`config.mk`:
```
export PLATFORM = sky130hd
export DESIGN_NAME = regfile32
export DESIGN_NICKNAME = d
export VERILOG_FILES = /design/src/rtl/regfile32.sv
export SDC_FILE = /design/constraint.sdc
export NUM_CORES = 2
export LEC_CHECK = 0
export CORE_MARGIN = 1.5
export CORE_UTILIZATION = 30
export DETAILED_ROUTE_END_ITERATION = 10
export DONT_BUFFER_PORTS = 1
export HOLD_SLACK_MARGIN = 0.08
export SYNTH_ARGS = -nofsm -noshare
export SYNTH_HDL_FRONTEND = slang
export SYNTH_SLANG_ARGS = --single-unit
```
`constraint.sdc`:
```
create_clock -name clk -period 6.2 [get_ports clk]
set_clock_uncertainty 0.05 [all_clocks]
set_input_delay 1.24 -clock clk [delete_from_list [all_inputs] [get_ports clk]]
set_output_delay 1.24 -clock clk [all_outputs]
set_load 0.03 [all_outputs]
```
`src/rtl/regfile32.sv`:
```
// regfile32 - integer register file, two combinational read ports and one
// synchronous write port. Register 0 always reads as zero.
//
// Ports:
//   clk      - system clock, all state updates on the rising edge
//   rst_n    - synchronous active-low reset (clears contents and wr_cnt)
//   ra_addr  - read port A address
//   rb_addr  - read port B address
//   we       - write enable
//   w_addr   - write address
//   w_data   - write data
//   a        - read data, port A (operand a)
//   b        - read data, port B (operand b)
//   wr_cnt   - committed writes since reset, saturating at 16'hFFFF
module regfile32 #(
  parameter int WIDTH  = 32,
  parameter int AW     = 5,
  parameter int BYPASS = 1
) (
  input  logic             clk,
  input  logic             rst_n,
  input  logic [AW-1:0]    ra_addr,
  input  logic [AW-1:0]    rb_addr,
  input  logic             we,
  input  logic [AW-1:0]    w_addr,
  input  logic [WIDTH-1:0] w_data,
  output logic [WIDTH-1:0] a,
  output logic [WIDTH-1:0] b,
  output logic [15:0]      wr_cnt
);

  localparam int DEPTH = 1 << AW;

  logic [WIDTH-1:0] mem_reg [DEPTH];
  logic [DEPTH-1:0] wen;
  logic [15:0]      wr_cnt_reg;
  logic             wr_commit;

  // A write to address 0 is accepted on the bus but has no effect at all.
  assign wr_commit = we && (w_addr != '0);

  // One-hot write decode; entry 0 never gets an enable, so it stays zero.
  genvar gi;
  generate
    for (gi = 0; gi < DEPTH; gi++) begin : g_wen
      if (gi == 0) begin : g_zero
        assign wen[gi] = 1'b0;
      end else begin : g_entry
        assign wen[gi] = wr_commit && (w_addr == AW'(gi));
      end
    end
  endgenerate

  // Reset wins over a write presented on the same edge.
  always_ff @(posedge clk) begin
    if (!rst_n) begin
      for (int i = 0; i < DEPTH; i++) begin
        mem_reg[i] <= '0;
      end
    end else begin
      for (int i = 0; i < DEPTH; i++) begin
        if (wen[i]) begin
          mem_reg[i] <= w_data;
        end
      end
    end
  end

  always_ff @(posedge clk) begin
    if (!rst_n) begin
      wr_cnt_reg <= '0;
    end else if (wr_commit && (wr_cnt_reg != 16'hFFFF)) begin
      wr_cnt_reg <= wr_cnt_reg + 16'd1;
    end
  end

  assign wr_cnt = wr_cnt_reg;

  // Read ports: zero during reset and for address 0; with BYPASS the data
  // being written this cycle is forwarded to a matching read address.
  always_comb begin
    a = mem_reg[ra_addr];
    if (!rst_n || (ra_addr == '0)) begin
      a = '0;
    end else if ((BYPASS != 0) && we && (w_addr == ra_addr)) begin
      a = w_data;
    end
  end

  always_comb begin
    b = mem_reg[rb_addr];
    if (!rst_n || (rb_addr == '0)) begin
      b = '0;
    end else if ((BYPASS != 0) && we && (w_addr == rb_addr)) begin
      b = w_data;
    end
  end

endmodule

```
# Yosys cells after proc, flatten, opt, wreduce, memory -nomap -nowiden
# Memory sizes are Yosys's and may differ from the RTL's.
# Cells that the tools add are included.
# op_classes
eq_ne	34
muxes	129
reduce_logical	41
addsub	1
n_bitwise	31
# ops
operator	count
32-bit two-way mux	35
1-bit two-way mux	94
5-bit == test, second input constant	16
5-bit by 4-bit == test with 1-bit output, second input constant	8
1-bit logical AND	35
1-bit bitwise OR	31
5-bit by 3-bit == test with 1-bit output, second input constant	4
16-bit by 1-bit adder with 16-bit output, second input constant	1
16-bit inequality test, second input constant	1
5-bit by 2-bit == test with 1-bit output, second input constant	2
5-bit == test	2
5-bit logical NOT	2
5-bit by 1-bit == test with 1-bit output, second input constant	1
5-bit nonzero test	1
1-bit logical OR	2
1-bit logical NOT	1
# word_totals
ramBits	1024
register_bits	16
word_cells	238
inputBits	50
output_inout_bits	80
mem_count	1
# mem_list
memory	words	word_bits	rd	rd_ports_with_merged_regs	write_ports	line_no	source
mem_reg	32	32	2	0	32	34	logic [WIDTH-1:0] mem_reg [DEPTH];

# Logic depth before layout (Yosys ltp)
# depth
depth_word	7
mapped_depth	10
mapped_depth_nobuf	5

# Least setup slack after synthesis
# Ideal clock, no wire load.
# synth_timing
path_kind	input port to flip-flop
startpoint	input w_addr[3]
endpoint	memory mem_reg[24][0], enable pin
setup_slack_ns	1.434
path_stages	4
arrival_time_ns	4.250
setup_time_ns	0.466
path_buffers	1
required_ns	5.684
cell_sequence	clkbuf_1 nor2b_1 nand3_1 o21ai_0
# synth_rtl
item	line_no	source
start: declaration	25	input logic [AW-1:0] w_addr,
end: declaration	34	

# Worst setup path in the final report
# layout_timing
startpoint	input ra_addr[0]
endpoint	output a[0]
# layout_between
elab_chain_len	4
# layout_rtl
item	line_no	source
start: declaration	22	input logic [AW-1:0] ra_addr,
branches (longest 3 deep; another with memory read 32 x 32 bit)	--	
32-bit two-way mux (*)	83	if (!rst_n || (ra_addr == '0)) begin
end: declaration	27	output logic [WIDTH-1:0] a,
# Every way passes the cells marked *.

==> key figures <==
Outcome
  – Status: finished, violations left
  – Violated checks: max-capacitance violations, max-slew violations, negative setup slack

Route
  – Avg WL per Cell: 32.66 um
  – Vias: 34660
  – Met3 wire length: 18140 um
  – Met1 wire length: 65000 um
  – # DRC: 0
  – Routed WL: 188500 um
  – Antenna Violating Nets Remaining: 0
  – DR iter-0 viols: 4554
  – Detailed-router iteration count before antenna repair: 5
  – Vias/cell: 6.004
  – Met2 routed WL: 90260 um
  – Top Layer Used: met4

Synth
  – Post-synthesis sequential area ratio: 59.25%
  – Synth Area in XOR/XNOR: 0.2930%
  – Mapped Nets: 3644
  – Top-count cell post-synth: edfxtp_1
  – Post-synth EDFFs: 992
  – Synth Instances: 3593
  – Main combinational cell family by area after synthesis: multiplexers
  – Flops & latches, synth: 1008
  – Main synth FF type: edfxtp_1
  – Mean Syn Cell Area: 14.14 um2
  – Commonest cells in the netlist: edfxtp_1, nor2_1, mux4_2, mux2i_1, mux2_2
  – Simple-gate portion of the synthesized area: 8.025%
  – Post-synthesis adder-cell area fraction: 0.02462%
  – Yosys top cell area share: 58.62%
  – Async S/R FF share, synth: 0%
  – Synthesized area: 50810 um2
  – Multiplexer area fraction after synthesis: 21.97%
  – Synth area leaders: edfxtp_1, mux4_2, mux2_2
  – Cell taking the most area after synthesis: edfxtp_1
  – Compound-Gate Fraction of Synth Area: 7.180%
  – Yosys cell types: 53
  – YS warnings: 0

Critical path
  – CP peak stage delay: 1.47 ns
  – Critical path cell sequence: mux4_2, a211oi_1, a211oi_1, buf_4, o32a_1
  – Crit path DAT: 5.13 ns
  – R2R Setup Slk: 3.94 ns
  – Worst setup EP type: output pin
  – FF-to-FF path depth: 5
  – Most frequent CP cell: a211oi_1
  – Startpoint class of the critical path: input port
  – CP Max Fanout: 323
  – Critical path required time: 4.91 ns
  – R2R Path End: wr_cnt[13]
  – Kind of cell adding the most delay to the critical path: multiplexers
  – Worst r2r src: wr_cnt[2]
  – Worst Path Buf+Inv: 1
  – Worst Setup Path Type: in -> out
  – Critical path's slowest cell: mux4_2

Timing
  – Slew Limit Fails: 379
  – Fmax: 155.7 MHz
  – Worst slew margin: -87.39%
  – Slew @ Worst Pin: 2.811 ns
  – RSZ-0062 raised after global routing: false
  – PnR worst setup slack: -0.2221 ns
  – Final setup viols: 9
  – Final hold vios: 0
  – Minimum clock period: 6.422 ns
  – Fin crit share: 103.6%
  – WHS: 0.5944 ns

Floorplan
  – Core Box Area: 167600 um2
  – Starting density of the core: 30.32%
  – Die Height: 414.6 um
  – Total I/O pin count: 130
  – Die Area: 171900 um2
  – Die X: 414.6 um
  – # rows: 150

Global routing
  – Tot GR Track Use: 21.30%
  – Grt ovf: 0
  – Largest net degree at the start of global routing: 324
  – Number of global-route vias before repair: 34380
  – Antenna violations before repair: 1
  – First-pass GRT wire length: 263200 um

Layout
  – Final #Nets: 3538
  – Final std cells w/o fill: 5773
  – P&R area growth vs syn: 11.64%
  – Layout cells sized above 1: 24.08%
  – Max reg flops: 992

Worst hold path
  – Worst hold path class: reg -> reg
  – Hold wc startpoint: wr_cnt[9]
  – Hold worst-path end: wr_cnt[9]
  – Hold Crit Depth: 2

Power
  – Max VDD drop: 0.2731 mV
  – PwrDens: 293.6 nW/um2
  – Final total power: 16.65 mW
  – Leakage: 18.72 nW

Clock network
  – CTS Buffer Depth: 3
  – Skew-Pair Late Insertion Delay: 0.70 ns
  – Postcts setup bufs: 0
  – Max H-tree Level: 3
  – CTS clock-pin slew for the worst setup and hold paths: 0.06 ns
  – CTS tree: built
  – Inserted Clock Buffers: 97
  – Post-cts hold buffer count: 0
  – Post-cts resize count: 0
  – Clock root buffer: clkbuf_16
  – CTS Sinks: 1008

Place
  – IO Port Bufs: 0
  – Placed cells: 5592
  – Pre-CTS setup slack: 0.8889 ns
  – Post-DP HPWL: 110500 um
  – Global placement routability congestion: 0.9033

Job
  – Max-cap violations: 1
## per-stage QoR
stage | util, % | cell area (um2) | TNS (ns)
6_report | 33.85 | 56730 | -1.061
4_1_cts | 33.85 | 56720 | 0
3_5_place_dp | 31.80 | 53300 | 0
5_1_grt | 33.85 | 56720 | 0
3_3_place_gp | 31.80 | 53300 | 0
2_1_floorplan | - | 50820 | 0
## worst register-to-register path, delay by kind of cell, from the launching register on
family	cells	cell delay, ns
AO/OA/AOI/OAI	1	0.66
AND/OR/NAND/NOR	3	0.65
flip-flops	1	0.64
multiplexers	1	0.16
## layer usage
layer  vias up  GRT usage [%]
li1      13930              -
met1     17820          24.82
met4         0          15.38
met3       602          4.024
met5         -              0
met2      2304          35.20
## power by group
part / switching (mW) / leakage (nW) / internal, mW / total [mW]
sequential: 0.217 / 9.65 / 7.98 / 8.20
clock: 2.73 / 1.67 / 3.78 / 6.51
combinational: 1.15 / 7.41 / 0.802 / 1.95
total: 4.09 / 18.7 / 12.6 / 16.7
## layout make-up
type                    instances  area (um2)
diodes                          2       5.005
clock buffers                 114        2638
clock inverters                65       784.5
fillers                     15990      110900
inverters                      34       127.6
multi-input cells            2221       19360
flip-flops and latches       1008       30110
well taps                    2204        2758
repair buffers                125       950.9
## layout by cell type (no fill, tap or decap), types with 47 or more instances in the layout
cell       Yosys  routed
nand2_1      138     106
edfxtp_1     992     992
clkbuf_16      0     102
mux2_2       221     221
o22ai_1      162     162
buf_4         33     124
mux4_2       286     286
o221ai_1      73      73
nor3_1        47      47
nor2_1       638     638
mux2i_1      223     223
## logic make-up after synthesis
| kind of cell | after synthesis |
|---|---|
| and+or+nand+nor | 974 |
| AOI/OAI and AO/OA | 499 |
| muxes | 730 |
| buffers and inverters | 364 |
| adders and majority gates | 1 |
| DFF | 1008 |
| xor gates and xnor gates | 17 |
## how the worst max path moves through the flow
stage	depth (start not counted)	end	slack, ns	start
finish	5	a[0]	-0.22	ra_addr[0]
global route	6	b[4]	0.41	rb_addr[0]
CTS	5	b[0]	0.89	rb_addr[1]
detailed placement	5	b[0]	0.89	rb_addr[1]
global placement	5	b[0]	0.92	rb_addr[1]
floorplan	4	mem_reg[24][0]	1.43	w_addr[3]
No activity file was read; power rests on OpenSTA's default activity.
